**src/rtl/mips_pkg.sv**
```systemverilog
// Shared write-back definitions: register-file geometry and the write entry
// carried through the load FIFO and onto the register-bank port.
package mips_pkg;

    localparam int unsigned REG_ADDR_W = 5;
    localparam int unsigned NUM_REGS   = 32;
    localparam int unsigned WB_DW      = 32;

    localparam logic [REG_ADDR_W-1:0] ZERO_REG = 5'd0;

    typedef struct packed {
        logic [REG_ADDR_W-1:0] wa;
        logic [WB_DW-1:0]      wd;
    } wb_entry_t;

    // Writes to r0 are architecturally discarded.
    function automatic logic is_zero_reg(input logic [REG_ADDR_W-1:0] a);
        return a == ZERO_REG;
    endfunction

endpackage

```
**src/rtl/reg_writeback_if.sv**
```systemverilog
// Bundle of issue, ALU, load, register-port and scoreboard-query signals
// around the write-back stage.
interface reg_writeback_if #(
    parameter int unsigned DW = 32
);
    logic          iss_valid;
    logic [4:0]    iss_rd;

    logic          alu_valid;
    logic [4:0]    alu_wa;
    logic [DW-1:0] alu_wd;

    logic          mem_valid;
    logic          mem_ready;
    logic [4:0]    mem_wa;
    logic [DW-1:0] mem_wd;

    logic          RegWrite;
    logic [4:0]    WA;
    logic [DW-1:0] WD;

    logic [4:0]    qa1;
    logic [4:0]    qa2;
    logic          busy1;
    logic          busy2;

    // Write-back stage side.
    modport slave (
        input  iss_valid, iss_rd,
        input  alu_valid, alu_wa, alu_wd,
        input  mem_valid, mem_wa, mem_wd,
        output mem_ready,
        output RegWrite, WA, WD,
        input  qa1, qa2,
        output busy1, busy2
    );

    // Pipeline / register-bank side.
    modport master (
        output iss_valid, iss_rd,
        output alu_valid, alu_wa, alu_wd,
        output mem_valid, mem_wa, mem_wd,
        input  mem_ready,
        input  RegWrite, WA, WD,
        output qa1, qa2,
        input  busy1, busy2
    );

endinterface

```
**src/rtl/wb_fifo.sv**
```systemverilog
// Synchronous FIFO of write-back entries holding load results that have not
// yet won the register write port.
module wb_fifo
    import mips_pkg::*;
#(
    parameter int unsigned DEPTH = 4,
    localparam int unsigned AW = (DEPTH > 1) ? $clog2(DEPTH) : 1,
    localparam int unsigned CW = $clog2(DEPTH + 1)
) (
    input  logic          clk,
    input  logic          rst,
    input  logic          i_push,
    input  wb_entry_t     i_entry,
    input  logic          i_pop,
    output wb_entry_t     o_head,
    output logic          o_full,
    output logic          o_empty,
    output logic [CW-1:0] o_count
);

    wb_entry_t     r_mem [DEPTH];
    logic [AW-1:0] r_wptr;
    logic [AW-1:0] r_rptr;
    logic [CW-1:0] r_count;

    logic w_push_ok;
    logic w_pop_ok;

    assign o_full    = (r_count == CW'(DEPTH));
    assign o_empty   = (r_count == '0);
    assign o_count   = r_count;
    assign o_head    = r_mem[r_rptr];
    assign w_push_ok = i_push & ~o_full;
    assign w_pop_ok  = i_pop & ~o_empty;

    // Storage array; contents are meaningless once the count is reset.
    always_ff @(posedge clk) begin
        if (w_push_ok) begin
            r_mem[r_wptr] <= i_entry;
        end
    end

    // Pointers and occupancy; DEPTH is a power of two so pointers wrap freely.
    always_ff @(posedge clk or posedge rst) begin
        if (rst) begin
            r_wptr  <= '0;
            r_rptr  <= '0;
            r_count <= '0;
        end else begin
            if (w_push_ok) begin
                r_wptr <= r_wptr + AW'(1);
            end
            if (w_pop_ok) begin
                r_rptr <= r_rptr + AW'(1);
            end
            unique case ({w_push_ok, w_pop_ok})
                2'b10:   r_count <= r_count + CW'(1);
                2'b01:   r_count <= r_count - CW'(1);
                default: r_count <= r_count;
            endcase
        end
    end

endmodule

```
**src/rtl/reg_writeback.sv**
```systemverilog
// Write-back stage: arbitrates ALU results and buffered load results onto the
// single register-bank write port and tracks pending writes per register.
module reg_writeback
    import mips_pkg::*;
#(
    parameter int unsigned DEPTH = 4,
    parameter int unsigned DW    = WB_DW
) (
    input logic          clk,
    input logic          rst,
    reg_writeback_if.slave wb
);

    localparam int unsigned CW = $clog2(DEPTH + 1);

    wb_entry_t       w_mem_entry;
    wb_entry_t       w_fifo_head;
    wb_entry_t       w_win;
    logic            w_win_valid;
    logic            w_we;
    logic            w_mem_push;
    logic            w_fifo_pop;
    logic            w_fifo_full;
    logic            w_fifo_empty;
    logic [CW-1:0]   w_fifo_count;
    logic            w_unused_count;

    logic                r_regwrite;
    logic [4:0]          r_wa;
    logic [DW-1:0]       r_wd;
    logic [NUM_REGS-1:0] r_sb;
    logic [NUM_REGS-1:0] w_sb_d;

    assign w_mem_entry    = '{wa: wb.mem_wa, wd: wb.mem_wd};
    // Ready depends only on registered occupancy; a same-cycle pop does not help.
    assign wb.mem_ready   = ~w_fifo_full;
    assign w_mem_push     = wb.mem_valid & ~w_fifo_full;
    assign w_unused_count = ^w_fifo_count;

    wb_fifo #(
        .DEPTH (DEPTH)
    ) u_fifo (
        .clk     (clk),
        .rst     (rst),
        .i_push  (w_mem_push),
        .i_entry (w_mem_entry),
        .i_pop   (w_fifo_pop),
        .o_head  (w_fifo_head),
        .o_full  (w_fifo_full),
        .o_empty (w_fifo_empty),
        .o_count (w_fifo_count)
    );

    // Fixed priority: ALU first (never stalled), then the oldest buffered load.
    always_comb begin
        w_win       = '0;
        w_win_valid = 1'b0;
        w_fifo_pop  = 1'b0;
        if (wb.alu_valid) begin
            w_win_valid = 1'b1;
            w_win       = '{wa: wb.alu_wa, wd: wb.alu_wd};
        end else if (!w_fifo_empty) begin
            w_win_valid = 1'b1;
            w_win       = w_fifo_head;
            w_fifo_pop  = 1'b1;
        end
        // An r0 winner is consumed but produces no write.
        w_we = w_win_valid & ~is_zero_reg(w_win.wa);
    end

    // Register-bank port; address/data hold when no write is presented.
    always_ff @(posedge clk or posedge rst) begin
        if (rst) begin
            r_regwrite <= 1'b0;
            r_wa       <= '0;
            r_wd       <= '0;
        end else begin
            r_regwrite <= w_we;
            if (w_we) begin
                r_wa <= w_win.wa;
                r_wd <= w_win.wd;
            end
        end
    end

    assign wb.RegWrite = r_regwrite;
    assign wb.WA       = r_wa;
    assign wb.WD       = r_wd;

    // Scoreboard next state: clear on the registered write, then set on issue so set wins.
    always_comb begin
        w_sb_d = r_sb;
        if (w_we) begin
            w_sb_d[w_win.wa] = 1'b0;
        end
        if (wb.iss_valid && !is_zero_reg(wb.iss_rd)) begin
            w_sb_d[wb.iss_rd] = 1'b1;
        end
    end

    // Pending-write scoreboard state.
    always_ff @(posedge clk or posedge rst) begin
        if (rst) begin
            r_sb <= '0;
        end else begin
            r_sb <= w_sb_d;
        end
    end

    assign wb.busy1 = r_sb[wb.qa1] & ~is_zero_reg(wb.qa1);
    assign wb.busy2 = r_sb[wb.qa2] & ~is_zero_reg(wb.qa2);

endmodule
```
**src/flat_wrapper.sv**
```systemverilog
// flat-port wrapper written by rule: the top's interface ports become plain ports
module reg_writeback_flat import mips_pkg::*;
#(
    parameter int unsigned DEPTH = 4,
    parameter int unsigned DW    = WB_DW
)
  (clk, rst, wb_iss_valid, wb_iss_rd, wb_alu_valid, wb_alu_wa, wb_alu_wd, wb_mem_valid, wb_mem_wa, wb_mem_wd, wb_mem_ready, wb_RegWrite, wb_WA, wb_WD, wb_qa1, wb_qa2, wb_busy1, wb_busy2);
  reg_writeback_if #(.DW(DW)) wb_i ();
  input logic clk;
  input logic rst;
  input wire logic [$bits(wb_i.iss_valid)-1:0] wb_iss_valid;
  input wire logic [$bits(wb_i.iss_rd)-1:0] wb_iss_rd;
  input wire logic [$bits(wb_i.alu_valid)-1:0] wb_alu_valid;
  input wire logic [$bits(wb_i.alu_wa)-1:0] wb_alu_wa;
  input wire logic [$bits(wb_i.alu_wd)-1:0] wb_alu_wd;
  input wire logic [$bits(wb_i.mem_valid)-1:0] wb_mem_valid;
  input wire logic [$bits(wb_i.mem_wa)-1:0] wb_mem_wa;
  input wire logic [$bits(wb_i.mem_wd)-1:0] wb_mem_wd;
  output wire logic [$bits(wb_i.mem_ready)-1:0] wb_mem_ready;
  output wire logic [$bits(wb_i.RegWrite)-1:0] wb_RegWrite;
  output wire logic [$bits(wb_i.WA)-1:0] wb_WA;
  output wire logic [$bits(wb_i.WD)-1:0] wb_WD;
  input wire logic [$bits(wb_i.qa1)-1:0] wb_qa1;
  input wire logic [$bits(wb_i.qa2)-1:0] wb_qa2;
  output wire logic [$bits(wb_i.busy1)-1:0] wb_busy1;
  output wire logic [$bits(wb_i.busy2)-1:0] wb_busy2;
  assign wb_i.iss_valid = wb_iss_valid;
  assign wb_i.iss_rd = wb_iss_rd;
  assign wb_i.alu_valid = wb_alu_valid;
  assign wb_i.alu_wa = wb_alu_wa;
  assign wb_i.alu_wd = wb_alu_wd;
  assign wb_i.mem_valid = wb_mem_valid;
  assign wb_i.mem_wa = wb_mem_wa;
  assign wb_i.mem_wd = wb_mem_wd;
  assign wb_mem_ready = wb_i.mem_ready;
  assign wb_RegWrite = wb_i.RegWrite;
  assign wb_WA = wb_i.WA;
  assign wb_WD = wb_i.WD;
  assign wb_i.qa1 = wb_qa1;
  assign wb_i.qa2 = wb_qa2;
  assign wb_busy1 = wb_i.busy1;
  assign wb_busy2 = wb_i.busy2;
  reg_writeback #(.DEPTH(DEPTH), .DW(DW)) u_core (.clk(clk), .rst(rst), .wb(wb_i));
endmodule
```
**config.mk**
```make
export PLATFORM = sky130hd
export DESIGN_NAME = reg_writeback_flat
export DESIGN_NICKNAME = d
export VERILOG_FILES = /design/src/rtl/mips_pkg.sv /design/src/rtl/reg_writeback_if.sv /design/src/rtl/wb_fifo.sv /design/src/rtl/reg_writeback.sv /design/src/flat_wrapper.sv
export SDC_FILE = /design/constraint.sdc
export NUM_CORES = 1
export LEC_CHECK = 0
export CORE_UTILIZATION = 55
export CTS_CLUSTER_SIZE = 10
export DETAILED_ROUTE_END_ITERATION = 12
export PLACE_DENSITY = 0.8
export SYNTH_ARGS = -nofsm -noshare
export SYNTH_HDL_FRONTEND = slang
export SYNTH_SLANG_ARGS = --single-unit
```
**constraint.sdc**
```tcl
create_clock -name clk -period 3.1 [get_ports clk]
set_clock_uncertainty 0.1 [all_clocks]
set_input_delay 0.465 -clock clk [delete_from_list [all_inputs] [get_ports clk]]
set_output_delay 0.465 -clock clk [all_outputs]
set_load 0.01 [all_outputs]
```
==> summary.txt <==
total half-perimeter wirelength after legalization and detailed placement = 15000 um
initial cell density of the core = 56.95%
Seq/Total Area, Yosys = 66.26%
Clock Power Share = 25.2%
R2R depth = 6
setup slack on the worst flop-to-flop path = 0.23 ns
per-instance average area after synthesis = 14.99 um^2
required time of the worst setup path = 2.53 ns
worst path cell trace = mux4_2 > mux4_2 > mux2_2 > dlygate4sd2_1
total nets after synthesis = 739
arithmetic-cell share of the synthesized area counting full adders, half adders and majority gates = 0.8622%
GPL Wtd Cong = 0.8988
end of the worst register-to-register path = u_core.wb.WD[2]$_DFFE_PP0N_
prevailing post-synth register cell = sky130_fd_sc_hd__edfxtp_1
fmax = 333.3 MHz
drt total wl = 23010 um
endpoint kind of the worst setup timing path = output pin
total setup violations reported at the end of the flow = 0
Top cell by count, worst path = sky130_fd_sc_hd__mux4_2
standard-cell rows = 47
Chip Height = 134.0 um
portion of total power attributed to sequential cells = 42.5%
source-to-sink clock delay at the later pin of the worst-skew pair = 0.51 ns
final critical-path required period = 3.000 ns
power per cell area = 901.0 nW/um^2
area occupied by registers = 6349 um^2
Wirelength per Cell = 22.36 um
summed area of non-filler cells in the final layout = 12080 um^2
post-synthesis share of cell area spent on and, or, nand and nor gates = 7.655%
Compound-Gate Fraction of Synth Area = 8.635%
buffers inserted by post-CTS timing repair = 0
type of the tightest min-delay check = in -> async
largest buffer count on any clock path = 3
cell family with the largest share of critical-path delay = multiplexers
met2 Use GR = 45.42%
initial antenna violation count = 2
FFs w/ async S/R, synth = 33.93%
number of buffers inserted during clock tree synthesis = 26
fraction of synthesized cell area in xor and xnor cells = 0.5487%
destination of the critical timing path = wb_busy1
multi-input gate area in the final layout = 3032 um^2
drt drc = 0
area growth from synthesis to layout = 26.17%
global-route wire length before repair = 35540 um
overflow left after global routing = 0
total of max-cap violations = 0
startpoint types = flip-flop
nets = 889
total number of H-tree levels = 1
netlist area before placement = 9578 um^2
Core Footprint = 16820 um^2
TritonCTS clock tree = done
fraction of layout cells with a size suffix above 1 = 15.33%
warnings from Yosys = 0
number of antenna repair diodes = 0
Max Slew Vio Count = 0
all-layer global routing usage = 26.15%
combinational share of power = 32.3%
Critical path origin = u_core.r_sb[24]$_DFF_PP0_
Critical-path top delay cell = sky130_fd_sc_hd__mux4_2
number of unique standard cell types used by synthesis = 51
most frequent cells in the layout = 148 x sky130_fd_sc_hd__edfxtp_1, 127 x sky130_fd_sc_hd__clkdlybuf4s50_1, 109 x sky130_fd_sc_hd__nand2_1, 74 x sky130_fd_sc_hd__dfrtp_1, 58 x sky130_fd_sc_hd__o21ai_0
final hold violation count = 0
CP Depth = 4
# clock sinks = 224
internal power summed over all cells = 7.512 mW
root buffer cell = sky130_fd_sc_hd__clkbuf_16
main combinational cell family by area after synthesis = multiplexers
IO buf count = 134
Placed Area = 11320 um^2
cts-stage hold buffer count = 0
Total Die Area = 17950 um^2
net switching power figure = 3.375 mW
fillcell total = 1041
category of the critical setup timing path = reg -> out
Worst Tran Pin Value = 0.7185 ns
run status = finished clean
Die Span X = 134.0 um
most crowded layer after global routing = met2
portion of the clock cycle consumed by the worst path in the final layout = 96.77%
IO Count = 135
Sw Share = 31.00%
post-layout total power = 10.89 mW
Pre-antenna DRT Iters = 5
largest net degree at the start of global routing = 55
maximum cell stage delay along the critical path = 0.48 ns
largest fanout on the critical path = 4
Iter 0 DRT Violations = 529
peak ir drop on the vdd network = 571.4 uV
portion of netlist area occupied by mux cells = 13.90%
leakage = 4.404 nW
CTS clk-pin slew, worst paths = 0.06 ns
Synth Instances = 639
routing usage on met1 = 33.82%
RSZ-0062 raised after global routing = no
Antenna Violating Nets Remaining = 0
Via density = 6.194
launch instance of the worst register-to-register path = u_core.u_fifo.r_rptr[0]$_DFFE_PP0P_
Worst Path Arrival = 2.43 ns
flop and latch count out of synthesis = 224
count of flip-flops with a built-in enable after synthesis = 148
most frequent standard cell in the layout excluding fill and tap cells = sky130_fd_sc_hd__edfxtp_1
routed via count = 6374
met3 capacity usage during global routing = 5.178%
vias in the first global route = 6528
worst slew margin relative to its limit = 51.92%
number of buffers and inverters on the critical path = 1
-- cell type report --
class,count,share of cell area [%]
clock buffers,47,6.295
multi-input cells,367,25.09
repair buffers,158,13.38
clock inverters,1,0.04142
inverters,12,0.3831
flip-flops and latches,224,52.54
well taps,220,2.278
-- Yosys cell counts, types with 3 or more instances --
cell type	number	share of area, %
sky130_fd_sc_hd__a21o_1	4	0.31
sky130_fd_sc_hd__a21oi_1	3	0.16
sky130_fd_sc_hd__a22oi_1	33	2.6
sky130_fd_sc_hd__a31oi_1	3	0.20
sky130_fd_sc_hd__and2_1	3	0.20
sky130_fd_sc_hd__and3_1	7	0.46
sky130_fd_sc_hd__buf_1	6	0.24
sky130_fd_sc_hd__buf_2	6	0.31
sky130_fd_sc_hd__clkbuf_1	20	0.78
sky130_fd_sc_hd__dfrtp_1	76	20
sky130_fd_sc_hd__edfxtp_1	148	46
sky130_fd_sc_hd__ha_1	5	0.65
sky130_fd_sc_hd__inv_1	12	0.47
sky130_fd_sc_hd__mux2_2	4	0.47
sky130_fd_sc_hd__mux2i_1	7	0.73
sky130_fd_sc_hd__mux4_2	54	13
sky130_fd_sc_hd__nand2_1	109	4.3
sky130_fd_sc_hd__nand2b_1	3	0.20
sky130_fd_sc_hd__nand3_1	8	0.42
sky130_fd_sc_hd__nand3b_1	3	0.24
sky130_fd_sc_hd__nor2_1	10	0.39
sky130_fd_sc_hd__nor3_1	4	0.21
sky130_fd_sc_hd__nor3b_1	5	0.39
sky130_fd_sc_hd__o211ai_1	3	0.24
sky130_fd_sc_hd__o21ai_0	58	3.0
sky130_fd_sc_hd__o21ai_1	6	0.31
sky130_fd_sc_hd__xnor2_1	4	0.37
-- sequential cells by signal, indices dropped and copies added, names as in the netlist --
register and flops:
u_core.r_sb 31, u_core.u_fifo.o_count 3, u_core.u_fifo.r_mem 148, u_core.u_fifo.r_rptr 2, u_core.u_fifo.r_wptr 2, u_core.wb.RegWrite 1
u_core.wb.WA 5, u_core.wb.WD 32
-- how the worst min path moves through the flow --
stage | start | endpoint | slack, ns | cells after the start
after floorplan | u_core.u_fifo.o_count[0]$_DFFE_PP0P_ | u_core.u_fifo.o_count[0]$_DFFE_PP0P_ | 0.37 | 1
after global placement | u_core.wb.WD[25]$_DFFE_PP0N_ | u_core.wb.WD[25]$_DFFE_PP0N_ | 0.36 | 2
after detailed placement | u_core.wb.WD[24]$_DFFE_PP0N_ | u_core.wb.WD[24]$_DFFE_PP0N_ | 0.37 | 2
after CTS | rst | u_core.u_fifo.o_count[1]$_DFFE_PP0P_ | 0.23 | 2
after global routing | rst | u_core.u_fifo.o_count[1]$_DFFE_PP0P_ | 0.27 | 2
final | rst | u_core.u_fifo.o_count[1]$_DFFE_PP0P_ | 0.22 | 2
-- worst reg2reg max path: cells and delay by family (launching register included) --
kind / cells / cell delay [ns]
AND/OR/NAND/NOR: 2 / 0.57
multiplexers: 1 / 0.63
flip-flops: 1 / 0.53
AO/OA/AOI/OAI: 2 / 0.68
buffers and inverters: 1 / 0.26
-- stage by stage --
stage	TNS (ns)	cells	util (%)	hold slack (ns)	setup slack, ns
2_1_floorplan	0	639	-	0.3737	0.4036
3_3_place_gp	-0.5426	981	67.30	0.3615	-0.2723
3_5_place_dp	-0.5844	981	67.30	0.3738	-0.3060
4_1_cts	0	1029	71.82	0.2251	0.02025
5_1_grt	0	1029	71.85	0.2679	0.04988
6_report	0	1029	71.85	0.2195	0.1001
-- per-layer routing --
metal / share of wire (%) / wire (um) / up-vias
li1: - / - / 2771
met1: 39 / 8883 / 3247
met2: 52 / 11980 / 304
met3: 7.4 / 1696 / 50
met4: 1.9 / 434 / 2
met5: 0.056 / 13 / -
-- power by group through the flow --
stage	Sequential (mW)	Combinational [mW]	Clock, mW
2_1_floorplan	4.55	2.09	0
3_3_place_gp	4.57	3.38	0
3_5_place_dp	4.64	3.49	0
4_1_cts	4.62	3.53	2.78
5_1_grt	4.70	3.78	2.90
6_report	4.63	3.52	2.74
-- logic make-up after synthesis --
family / after synthesis
compound gates: 128
xor+xnor: 6
fa+ha+maj: 6
buf+inv: 48
flops: 224
mux: 65
simple gates: 162
-- repair_timing --
| action | 4_1_cts | 5_1_grt |
|---|---|---|
| cloned | 0 | 0 |
| pin swaps | 0 | 0 |
| setup endpoints to repair | 2 | 2 |
| resized for setup | 4 | 2 |
| hold endpoints to repair | 0 | 0 |
No activity file was read; power rests on OpenSTA's default activity.
